$ cat config.mk
export PLATFORM = sky130hd
export DESIGN_NAME = ff_rr_sched
export DESIGN_NICKNAME = d
export VERILOG_FILES = /design/src/rtl/ff_rr_sched.sv
export SDC_FILE = /design/constraint.sdc
export NUM_CORES = 1
export LEC_CHECK = 0
export BUFFER_PORTS_ARGS = -buffer_cell sky130_fd_sc_hd__clkbuf_2
export CORE_ASPECT_RATIO = 1.2
export CORE_MARGIN = 4
export CORE_UTILIZATION = 35
export CTS_BUF_LIST = sky130_fd_sc_hd__clkbuf_16
export CTS_CLUSTER_DIAMETER = 100
export DETAILED_ROUTE_END_ITERATION = 8
export PLACE_DENSITY = 0.68
export SLEW_MARGIN = 20
export SYNTH_ARGS = -nofsm -noshare
export SYNTH_HDL_FRONTEND = slang
export SYNTH_SLANG_ARGS = --single-unit
$ cat constraint.sdc
create_clock -name clk -period 2.3 [get_ports clk]
set_clock_uncertainty 0.2 [all_clocks]
set_input_delay 0 -clock clk [delete_from_list [all_inputs] [get_ports clk]]
set_output_delay 0 -clock clk [all_outputs]
set_load 0.01 [all_outputs]
$ cat src/rtl/ff_rr_sched.sv
// ff_rr_sched: round-robin front end for a shared in-order datapath.
// Handshake: a requester word moves when req_valid[k] and req_ready[k] are
// both high on a rising edge. req_ready is combinational, one-hot at most, and
// only offered while fewer than MAX_OUT results are pending. Results come back
// in issue order and are routed to the requester recorded in the tag FIFO.
module ff_rr_sched #(
    parameter  int SIZE    = 32,
    parameter  int NREQ    = 4,
    parameter  int MAX_OUT = 4,
    localparam int CW      = $clog2(MAX_OUT + 1),
    localparam int IW      = (NREQ > 1) ? $clog2(NREQ) : 1,
    localparam int PW      = (MAX_OUT > 1) ? $clog2(MAX_OUT) : 1
) (
    input  logic                 clk,
    input  logic                 reset,
    input  logic [NREQ-1:0]      req_valid,
    input  logic [NREQ*SIZE-1:0] req_data,
    output logic [NREQ-1:0]      req_ready,
    output logic                 dp_valid_i,
    output logic [SIZE-1:0]      dp_data_i,
    input  logic [SIZE-1:0]      dp_data_o,
    input  logic                 dp_valid_o,
    output logic [NREQ-1:0]      rsp_valid,
    output logic [SIZE-1:0]      rsp_data,
    output logic [CW-1:0]        outstanding,
    output logic                 err
);

    logic [IW-1:0]   r_last;
    logic [CW-1:0]   r_count;
    logic [PW-1:0]   r_wptr;
    logic [PW-1:0]   r_rptr;
    logic [IW-1:0]   r_tags [MAX_OUT];
    logic            r_dp_valid;
    logic [SIZE-1:0] r_dp_data;
    logic [NREQ-1:0] r_rsp_valid;
    logic [SIZE-1:0] r_rsp_data;
    logic            r_err;

    logic [IW-1:0]   w_win_idx;
    logic [IW-1:0]   w_probe;
    logic            w_found;
    logic [NREQ-1:0] w_grant;
    logic            w_can_accept;
    logic            w_xfer;
    logic            w_pop;
    logic            w_orphan;
    logic [SIZE-1:0] w_word;

    // Round-robin search starting just after the last granted requester.
    always_comb begin
        w_found   = 1'b0;
        w_win_idx = '0;
        w_probe   = '0;
        w_grant   = '0;
        for (int i = 1; i <= NREQ; i++) begin
            w_probe = IW'((int'(r_last) + i) % NREQ);
            if (!w_found && req_valid[w_probe]) begin
                w_found   = 1'b1;
                w_win_idx = w_probe;
            end
        end
        if (w_found) begin
            w_grant[w_win_idx] = 1'b1;
        end
    end

    // Ready is withheld during reset and whenever the in-flight count is full;
    // a pop in the same cycle does not bypass the full condition.
    assign w_can_accept = reset && (r_count < CW'(MAX_OUT));
    assign req_ready    = w_can_accept ? w_grant : '0;
    assign w_xfer       = |(req_valid & req_ready);
    assign w_word       = req_data[int'(w_win_idx)*SIZE +: SIZE];
    assign w_pop        = dp_valid_o && (r_count != '0);
    assign w_orphan     = dp_valid_o && (r_count == '0);

    // Issue register: one-cycle strobe, data holds the last issued word.
    always_ff @(posedge clk or negedge reset) begin
        if (!reset) begin
            r_dp_valid <= 1'b0;
            r_dp_data  <= '0;
        end else begin
            r_dp_valid <= w_xfer;
            if (w_xfer) begin
                r_dp_data <= w_word;
            end
        end
    end

    // Arbitration pointer moves only on a completed transfer.
    always_ff @(posedge clk or negedge reset) begin
        if (!reset) begin
            r_last <= IW'(NREQ - 1);
        end else if (w_xfer) begin
            r_last <= w_win_idx;
        end
    end

    // Tag FIFO pointers and in-flight count.
    always_ff @(posedge clk or negedge reset) begin
        if (!reset) begin
            r_wptr  <= '0;
            r_rptr  <= '0;
            r_count <= '0;
        end else begin
            if (w_xfer) begin
                r_wptr <= (r_wptr == PW'(MAX_OUT - 1)) ? '0 : r_wptr + 1'b1;
            end
            if (w_pop) begin
                r_rptr <= (r_rptr == PW'(MAX_OUT - 1)) ? '0 : r_rptr + 1'b1;
            end
            case ({w_xfer, w_pop})
                2'b10:   r_count <= r_count + 1'b1;
                2'b01:   r_count <= r_count - 1'b1;
                default: r_count <= r_count;
            endcase
        end
    end

    // Tag storage; emptiness is tracked by the pointers, so no reset needed.
    always_ff @(posedge clk) begin
        if (w_xfer) begin
            r_tags[r_wptr] <= w_win_idx;
        end
    end

    // Result routing to the oldest tag, one cycle after the datapath strobe.
    always_ff @(posedge clk or negedge reset) begin
        if (!reset) begin
            r_rsp_valid <= '0;
            r_rsp_data  <= '0;
        end else begin
            r_rsp_valid <= '0;
            if (w_pop) begin
                r_rsp_valid[r_tags[r_rptr]] <= 1'b1;
                r_rsp_data                  <= dp_data_o;
            end
        end
    end

    // Sticky flag for results that arrive with nothing in flight.
    always_ff @(posedge clk or negedge reset) begin
        if (!reset) begin
            r_err <= 1'b0;
        end else if (w_orphan) begin
            r_err <= 1'b1;
        end
    end

    assign dp_valid_i  = r_dp_valid;
    assign dp_data_i   = r_dp_data;
    assign rsp_valid   = r_rsp_valid;
    assign rsp_data    = r_rsp_data;
    assign outstanding = r_count;
    assign err         = r_err;

endmodule

# [Word-level counts from Yosys, hierarchy flattened]
# Memory sizes are Yosys's and may differ from the RTL's.
# Cells that the tools add are included.
[classes] addsub=8 order_cmp=9 n_eq_ne=4 shifts=1 mux=28 bitwise_logic=1 n_reduce_logical=15
[op_table] op="$shiftx 128x8->32" count=1
[op_table] op="$lt 2x3->1 const B" count=6
[op_table] op="$mux 1" count=12
[op_table] op="$mux 2" count=6
[op_table] op="$mux 4" count=3
[op_table] op="$add 2x1->2 const B" count=4
[op_table] op="$bmux 1 s2" count=4
[op_table] op="$logic_and 1x1->1" count=8
[op_table] op="$eq 2x2->1 const B" count=3
[op_table] op="$pmux 3 s2" count=1
[op_table] op="$add 2x2->2 const B" count=2
[op_table] op="$and 4x4->4" count=1
[op_table] op="$demux 1 s2" count=2
[op_table] op="$ge 2x1->1 const B" count=2
[op_table] op="$reduce_or 4->1" count=1
[op_table] op="$add 3x1->3 const B" count=1
[op_table] op="$logic_not 1->1" count=3
[op_table] op="$logic_not 3->1" count=1
[op_table] op="$lt 3x3->1 const B" count=1
[op_table] op="$reduce_bool 3->1" count=1
[op_table] op="$sub 3x1->3 const B" count=1
[op_table] op="$eq 2x1->1 const B" count=1
[op_table] op="$reduce_bool 2->1" count=1
[totals] ff_bits=79 ramBits=8 inputBits=167 out_inout_bits=77 word_cells=76 mem_count=1
[mem_list] name="r_tags" words=4 width=2 rd=1 rd_ports_with_merged_regs=0 wr=1 line_no="33" text="logic [IW-1:0] r_tags [MAX_OUT];"

# [Longest topological paths before layout]
# Gate-level depths: netlist of run 1.
[logic_depth] word_depth=23 depth_mapped=11 mapped_depth_nobuf=9

# [Least setup slack after synthesis of run 1]
# OpenSTA, ideal clock, no wires.
[synth_path] kind="flip-flop to flip-flop" from="register r_count[0] (netlist: outstanding[0])" to="register r_count[2] (netlist: outstanding[2])" setup_time_ns=0.079 t_arrival_ns=2.064 required_ns=2.021 path_slack_ns=-0.043 stages_incl_launch_ff=11 n_path_buf=1 period_less_slack_ns=2.343 path_cell_list="dfrtp_1 -> nor3_1 -> nand2b_1 -> inv_2 -> clkbuf_1 -> ha_1 -> inv_1 -> fa_1 -> xor2_1 -> nor2_1 -> xor2_1"
[synth_via] elab_cells_between_ends=13 cone_classes="2 x add/sub; 1 x order compare; 2 x eq/ne; 2 x mux; 1 x bitwise; 5 x reduce/logical"
[synth_lines] element="start: declaration" line_no="30" text="logic [CW-1:0] r_count;"
[synth_lines] element="start signal: assignment" line_no="113" text="2'b10: r_count <= r_count + 1'b1;"
[synth_lines] element="start signal: assignment" line_no="114" text="2'b01: r_count <= r_count - 1'b1;"
[synth_lines] element="start signal: assignment" line_no="115" text="default: r_count <= r_count;"
[synth_lines] element="$reduce_bool 3->1 (*)" line_no="74" text="assign w_pop = dp_valid_o && (r_count != '0);"
[synth_lines] element="$logic_and 1x1->1 (*)" line_no="74"
[synth_lines] element="named net w_pop" line_no="46" text="logic w_pop;"
[synth_lines] element="$eq 2x1->1 / $eq 2x2->1 (equally long branches)" line_no="112" text="case ({w_xfer, w_pop})"
[synth_lines] element="$pmux 3 s2 / $reduce_bool 2->1 (equally long branches)"
# The timed path passes the listed nets; every way through them passes the cells marked *.
# A chain may end at the register's enable or synchronous reset.

# [Final worst setup path of run 1]
[layout_path] from="register r_last[1]" to="output port req_ready[0]"
[layout_via] elab_chain_cells=19 elab_cells_between_ends=33 cone_classes="4 x add/sub; 2 x order compare; 20 x mux; 7 x reduce/logical"
[layout_lines] element="start: declaration" line_no="29" text="logic [IW-1:0] r_last;"
[layout_lines] element="start signal: assignment" line_no="93" text="r_last <= IW'(NREQ - 1);"
[layout_lines] element="start signal: assignment" line_no="95" text="r_last <= w_win_idx;"
[layout_lines] element="$add 2x1->2" line_no="57" text="w_probe = IW'((int'(r_last) + i) % NREQ);"
[layout_lines] element="$bmux 1 s2" line_no="58" text="if (!w_found && req_valid[w_probe]) begin"
[layout_lines] element="$mux 1 (not written as such)" line_no="58"
[layout_lines] element="$mux 1" line_no="58"
[layout_lines] element="$logic_not 1->1" line_no="58"
[layout_lines] element="$logic_and 1x1->1" line_no="58"
[layout_lines] element="$mux 1" line_no="58"
[layout_lines] element="$logic_not 1->1" line_no="58"
[layout_lines] element="[4 not listed]"
[layout_lines] element="$mux 2 (*)" line_no="58"
[layout_lines] element="named net w_win_idx[0]" line_no="40" text="logic [IW-1:0] w_win_idx;"
[layout_lines] element="$lt 2x3->1 (not written as such) / $ge 2x1->1 (equally long branches)" line_no="64" text="w_grant[w_win_idx] = 1'b1;"
[layout_lines] element="$logic_and 1x1->1 (not written as such)" line_no="64"
[layout_lines] element="$mux 1 (not written as such)" line_no="64"
[layout_lines] element="$demux 1 s2 (*)" line_no="64"
[layout_lines] element="$mux 4 (*)" line_no="63" text="if (w_found) begin"
[layout_lines] element="$mux 4 (*)" line_no="71" text="assign req_ready = w_can_accept ? w_grant : '0;"
[layout_lines] element="end: declaration" line_no="18" text="output logic [NREQ-1:0] req_ready,"
# The timed path passes the listed nets; every way through them passes the cells marked *. The select of a mux whose other input is x is not followed.

==> metrics.csv, run 1 <==
metric,value,unit
final core occ,63.4,%
largest net degree at the start of global routing,80,
buffers and inverters on the worst path,2,
Cell variety after synth,35,
Worst EP arrival,2.00,ns
RSZ-0062 raised after global routing,no,
final hold violation count,0,
"most common cell after layout, fill and taps aside",clkbuf_2,
Final Wtd Congestion,0.863,
fillcell total,904,
Vias/cell,4.95,
fin. max-slew vios,0,
Worst R2R Path Depth,6,
chip width,111,um
LEAKAGE,3.99,nW
total of max-cap violations,0,
register area,2220,sq um
mapped cell area,4450,sq um
worst reg2reg path startpoint,r_last[1],
Wirelength per Cell,17.8,um
final period utilization,95.6,%
Power Density,963,nW/um^2
element type at the critical path end,primary output,
Sink Count,87,
Worst-Skew Late Latency,0.34,ns
CTS tree,yes,
Syn Nets,578,
H-tree levels,3,
Hold Crit Class,in -> reg,
Area Growth Syn to Fin,75.2,%
Slew HR,51.0,%
via count,4836,
hold path cells,6,
min Tclk post-route,2.20,ns
critical path startpoint category,flip-flop,
vias in the first global route,5244,
Root Driver,clkbuf_16,
die area,14600,sq um
outcome,completed,
final wirelength,17400,um
final setup vio count,0,
post-synthesis register bit count,87,
most frequent cells in the layout,"242 x clkbuf_2, 162 x dlygate4sd3_1, 137 x nand2_1",
Inserted Clock Buffers,9,
worst setup margin,0.102,ns
Ports,244,
Clock transition at path regs,0.07,ns
Core Region,12300,sq um
CP required,2.10,ns
Total GRT Usage,23.7,%
first-pass GRT wire length,27700,um
area of the multi-input gates,2050,sq um
Die Height,131,um
synthesized instance count,404,
maximum VDD drop,0.545,mV
DRC viols,0,
Starting Density,36.2,%
grt ovf,0,
Worst-Margin Slew,0.736,ns
worst-case clock buffer depth,2,
fmax,455,MHz
R2R setup slack,0.15,ns
Worst path top cell family by delay,flip-flops,
kind of critical path,reg -> out,
Pre-antenna DRT Iters,5,
Worst Hold Launch,req_valid[0],
Post-DRT Antenna Nets,0,
Final nets,980,
# port buffers,243,
DR iter-0 viols,316,
Mean Syn Cell Area,11.0,sq um
Worst R2R End,dp_data_i[26],
FP Rows,44,
yosys warns,0,
CP Cell Sequence,mux2_1 -> nand2_1 -> o221a_4 -> clkinvlp_4 -> nor3_2 -> clkbuf_2,
WHS Endpoint,dp_valid_i,
"Max stage delay cell, worst path",dfstp_2,
TNS Setup,0,ns
"Max FO, Critical Path",7,
Post-Place Worst Slack,0.203,ns
sequential area share after synthesis,49.9,%
share of layout cells above drive strength 1,38.3,%
Detail Placement HPWL,10100,um
Max stage delay on crit path,0.60,ns
initial antenna violation count,1,
==> how the worst max path moves through the flow <==
stage / to / slack [ns] / cells past startpoint / start
after global routing: req_ready[0] / 0.0003 / 6 / r_last[1]
after global placement: dp_data_i[27] / 0.23 / 6 / r_last[1]
final: req_ready[0] / 0.10 / 6 / r_last[1]
after CTS: req_ready[0] / 0.06 / 6 / r_last[1]
after floorplan: outstanding[2] / 0.08 / 10 / outstanding[0]
after detailed placement: dp_data_i[27] / 0.20 / 6 / r_last[1]
==> registers in the layout, summed over array words and instances, names as in the netlist <==
register,cells
dp_valid_i,1
r_wptr,2
err,1
r_rptr,2
r_tags,8
r_last,2
outstanding,3
rsp_valid,4
dp_data_i,32
rsp_data,32
==> cells in the mapped netlist <==
cell / count / area, sq um
nor2_1: 5 / 18.8
fa_1: 1 / 20.0
ha_1: 6 / 75.1
dfstp_2: 2 / 52.6
mux2i_1: 65 / 651
mux2_1: 1 / 11.3
buf_6: 7 / 78.8
nand2b_4: 1 / 13.8
xor2_1: 2 / 17.5
clkbuf_1: 9 / 33.8
nand2b_1: 4 / 25.0
a21o_1: 2 / 15.0
a21boi_1: 1 / 7.51
o21ai_1: 3 / 15.0
o221a_4: 1 / 20.0
clkbuf_4: 1 / 7.51
or3_1: 1 / 6.26
nand3b_1: 1 / 7.51
o221ai_2: 29 / 435
a21oi_2: 1 / 8.76
and3_1: 1 / 6.26
nor3_1: 5 / 25.0
mux4_2: 2 / 45.0
nor3b_1: 2 / 15.0
dfrtp_1: 77 / 1930
inv_1: 7 / 26.3
xnor2_1: 1 / 8.76
buf_2: 9 / 45.0
a21oi_1: 1 / 5.00
and2_1: 4 / 25.0
a31oi_1: 1 / 6.26
edfxtp_1: 8 / 240
inv_2: 2 / 7.51
nand2_1: 138 / 518
o221ai_1: 3 / 26.3
==> repair_timing <==
item / 4_1_cts / 5_1_grt
hold buffers: 162 / 0
setup buffers: 0 / 1
endpoints found under the hold margin: 143 / 0
setup endpoints to repair: 0 / 1
gates resized for setup: 0 / 3
==> worst min-delay path, stage by stage <==
cell and delay, ns:
clkbuf_2 0.11, nor2_1 0.08, nand2_1 0.06, nand3b_1 0.11, buf_4 0.14, inv_2 0.07
==> per-stage QoR <==
stage / hold slack (ns) / power [mW] / cells / cell area (sq um)
4_1_cts: 0.101 / 7.46 / 971 / 7750
3_5_place_dp: -0.00492 / 5.76 / 793 / 5830
5_1_grt: 0.166 / 8.00 / 973 / 7780
2_1_floorplan: -0.496 / 4.61 / 404 / 4450
3_3_place_gp: -0.00674 / 5.65 / 793 / 5830
6_report: 0.101 / 7.50 / 977 / 7790
==> report_power, final <==
group / switching [mW] / internal [mW]
Clock: 0.616 / 0.844
Combinational: 1.88 / 1.60
Sequential: 0.391 / 2.17
==> layout make-up <==
| cell class | count | share of cell area, % |
|---|---|---|
| Inverter | 9 | 0.482 |
| Clock buffer | 9 | 2.89 |
| Timing Repair Buffer | 417 | 38.2 |
| Tap cell | 161 | 2.59 |
| Sequential cell | 87 | 28.5 |
| Antenna cell | 5 | 0.161 |
| Multi-Input combinational cell | 282 | 26.3 |
| Clock inverter | 7 | 0.916 |
==> layer usage <==
| layer | up-vias | track usage (%) | share of wire (%) |
|---|---|---|---|
| li1 | 2216 | - | - |
| met1 | 2298 | 29.2 | 41 |
| met2 | 272 | 37.9 | 47 |
| met3 | 50 | 7.91 | 8.7 |
| met4 | 0 | 10.1 | 3.4 |
| met5 | - | 0 | 0 |
==> cell families after synthesis <==
family	count (synthesis)	synth area share, %
flops	87	49.9
compound gates	42	12.1
fa+ha+maj	7	2.14
mux	68	15.9
simple gates	162	14.9
buf+inv	35	4.47
xor+xnor	3	0.591
Note: power is estimated with default switching activity, not from simulation.
==> run 2, diff against run 1 <==
clock period = 1.95 ns   (was 2.3 ns; I/O delays follow)
==> run 2 against run 1 <==
Setup slack worse by 0.30 ns. The flow now finishes with violations (setup timing). Cell count grew 2.4%. Clock-buffer cell count is the same. Power increased by 30%.
==> metrics.csv, run 2 (synthesized netlist as in run 1, its figures left out) <==
metric,value,unit
Vias/cell,5.05,
Detail Placement HPWL,10400,um
worst hold margin,0.0598,ns
LEAKAGE,4.17,nW
Reg power frac,31.5,%
fin. max-slew vios,0,
final hold violation count,0,
chip width,111,um
sw power,3.77,mW
vias in the first global route,5296,
min Tclk post-route,2.15,ns
DR iter-0 viols,299,
Worst-Skew Late Latency,0.33,ns
area of the multi-input gates,2350,sq um
cell area after layout,8390,sq um
via count,5045,
met3 GRT Util,7.68,%
outcome,"finished, violations left",
Power Density,1160,nW/um^2
Cells after DPL,801,
Sink Count,87,
gr busiest metal,met2,
share of layout cells above drive strength 1,44.6,%
Total Power,9.71,mW
final core occ,68.3,%
Hold Crit Class,in -> reg,
Post-Place Worst Slack,-0.211,ns
fin cells,1000,
"most common cell after layout, fill and taps aside",clkbuf_2,
Core Region,12300,sq um
first-pass GRT wire length,27700,um
CTS tree,yes,
Die Height,131,um
most frequent cells in the layout,"239 x clkbuf_2, 162 x dlygate4sd3_1, 135 x nand2_1",
Pre-antenna DRT Iters,5,
Worst-Margin Slew,0.712,ns
Post-DRT Antenna Nets,0,
total of max-cap violations,0,
Final Wtd Congestion,0.848,
TNS Setup,-4.25,ns
Starting Density,36.2,%
fmax,465,MHz
final period utilization,110,%
initial antenna violation count,6,
largest net degree at the start of global routing,80,
final wirelength,18900,um
# port buffers,243,
fillcell total,847,
register area,2220,sq um
Wirelength per Cell,18.9,um
P_int,5.94,mW
"Max FO, Critical Path",9,
final setup vio count,37,
critical path startpoint category,flip-flop,
RSZ-0062 raised after global routing,yes,
failing checks,setup timing,
Clk pwr share,15.6,%
maximum VDD drop,0.721,mV
Final nets,1003,
H-tree levels,3,
FP Rows,44,
grt ovf,0,
Ports,244,
GR Layer Usage met1,28.8,%
element type at the critical path end,flip-flop,
worst setup margin,-0.199,ns
DP Area,5950,sq um
Inserted Clock Buffers,9,
met2 GRT Util,37.6,%
Area Growth Syn to Fin,88.6,%
Root Driver,clkbuf_16,
Slew HR,52.6,%
net switching share of the total power,38.8,%
Clock transition at path regs,0.07,ns
Worst EP arrival,2.14,ns
kind of critical path,reg -> reg,
die area,14600,sq um
worst-case clock buffer depth,2,
CP required,1.94,ns
Total GRT Usage,23.7,%
DRC viols,0,
combinational cell fraction of total power,53.0,%
## run 2: changes by cell type in the layout (fill, tap and decap cells not counted), moves of 3 or more
cell and change:
clkbuf_2 -3, mux2i_4 +9, mux2i_2 +17, buf_6 +7, buf_2 +3, o221ai_4 +5, clkbuf_16 +5, mux2i_1 -26
o221ai_1 -3, buf_4 +7
## run 2: worst paths after layout
check / endpoint / startpoint / cells after the start / slack (ns)
setup / recovery: dp_data_i[22] / r_last[1] / 7 / -0.20
hold / removal: r_tags[3][0] / req_valid[0] / 3 / 0.06
setup reg to reg: dp_data_i[22] / r_last[1] / 7 / -0.20
hold reg to reg: rsp_data[3] / rsp_data[3] / 2 / 0.28
max in group asynchronous: outstanding[2] / reset / 3 / 0.87
min in group asynchronous: rsp_data[10] / reset / 3 / 0.19
## run 2: metal layers
layer  up-vias  routed length (um)  share of wire [%]
met2       348                9070                 48
met1      2366                7190                 38
met4         2                 877                4.6
li1       2252                   -                  -
met3        77                1750                9.3
met5         -                  13              0.069
## run 2: timing repair
action / 4_1_cts / 5_1_grt
setup endpoints to repair: 36 / 39
gates resized for setup: 9 / 58
hold buffers: 162 / 0
hold endpoints to repair: 144 / 0
buffers inserted: 7 / 3
cloned: 0 / 6
pin swaps: 2 / 35
## run 2: layout make-up
cell class | instances | area share (%)
clock buffers | 9 | 2.69
well taps | 161 | 2.40
inverters | 9 | 0.463
flip-flops and latches | 87 | 26.5
multi-input cells | 282 | 28.0
diodes | 5 | 0.149
repair buffers | 440 | 39.4
clock inverters | 7 | 0.403
## run 2: worst max-delay path, stage by stage, from the launching register on
cell       delay, ns
dfstp_2         0.57
a21oi_1         0.08
a31oi_1         0.24
a21oi_4         0.13
buf_6           0.17
clkbuf_16       0.18
mux2i_1         0.28
o221ai_2        0.16
## run 2: power groups by stage
stage	Sequential (mW)	Clock, mW	Combinational, mW
2_1_floorplan	3.25	0	2.25
3_3_place_gp	3.00	0	3.83
3_5_place_dp	3.01	0	3.96
4_1_cts	3.00	1.56	4.36
5_1_grt	3.11	1.64	5.51
6_report	3.05	1.51	5.15
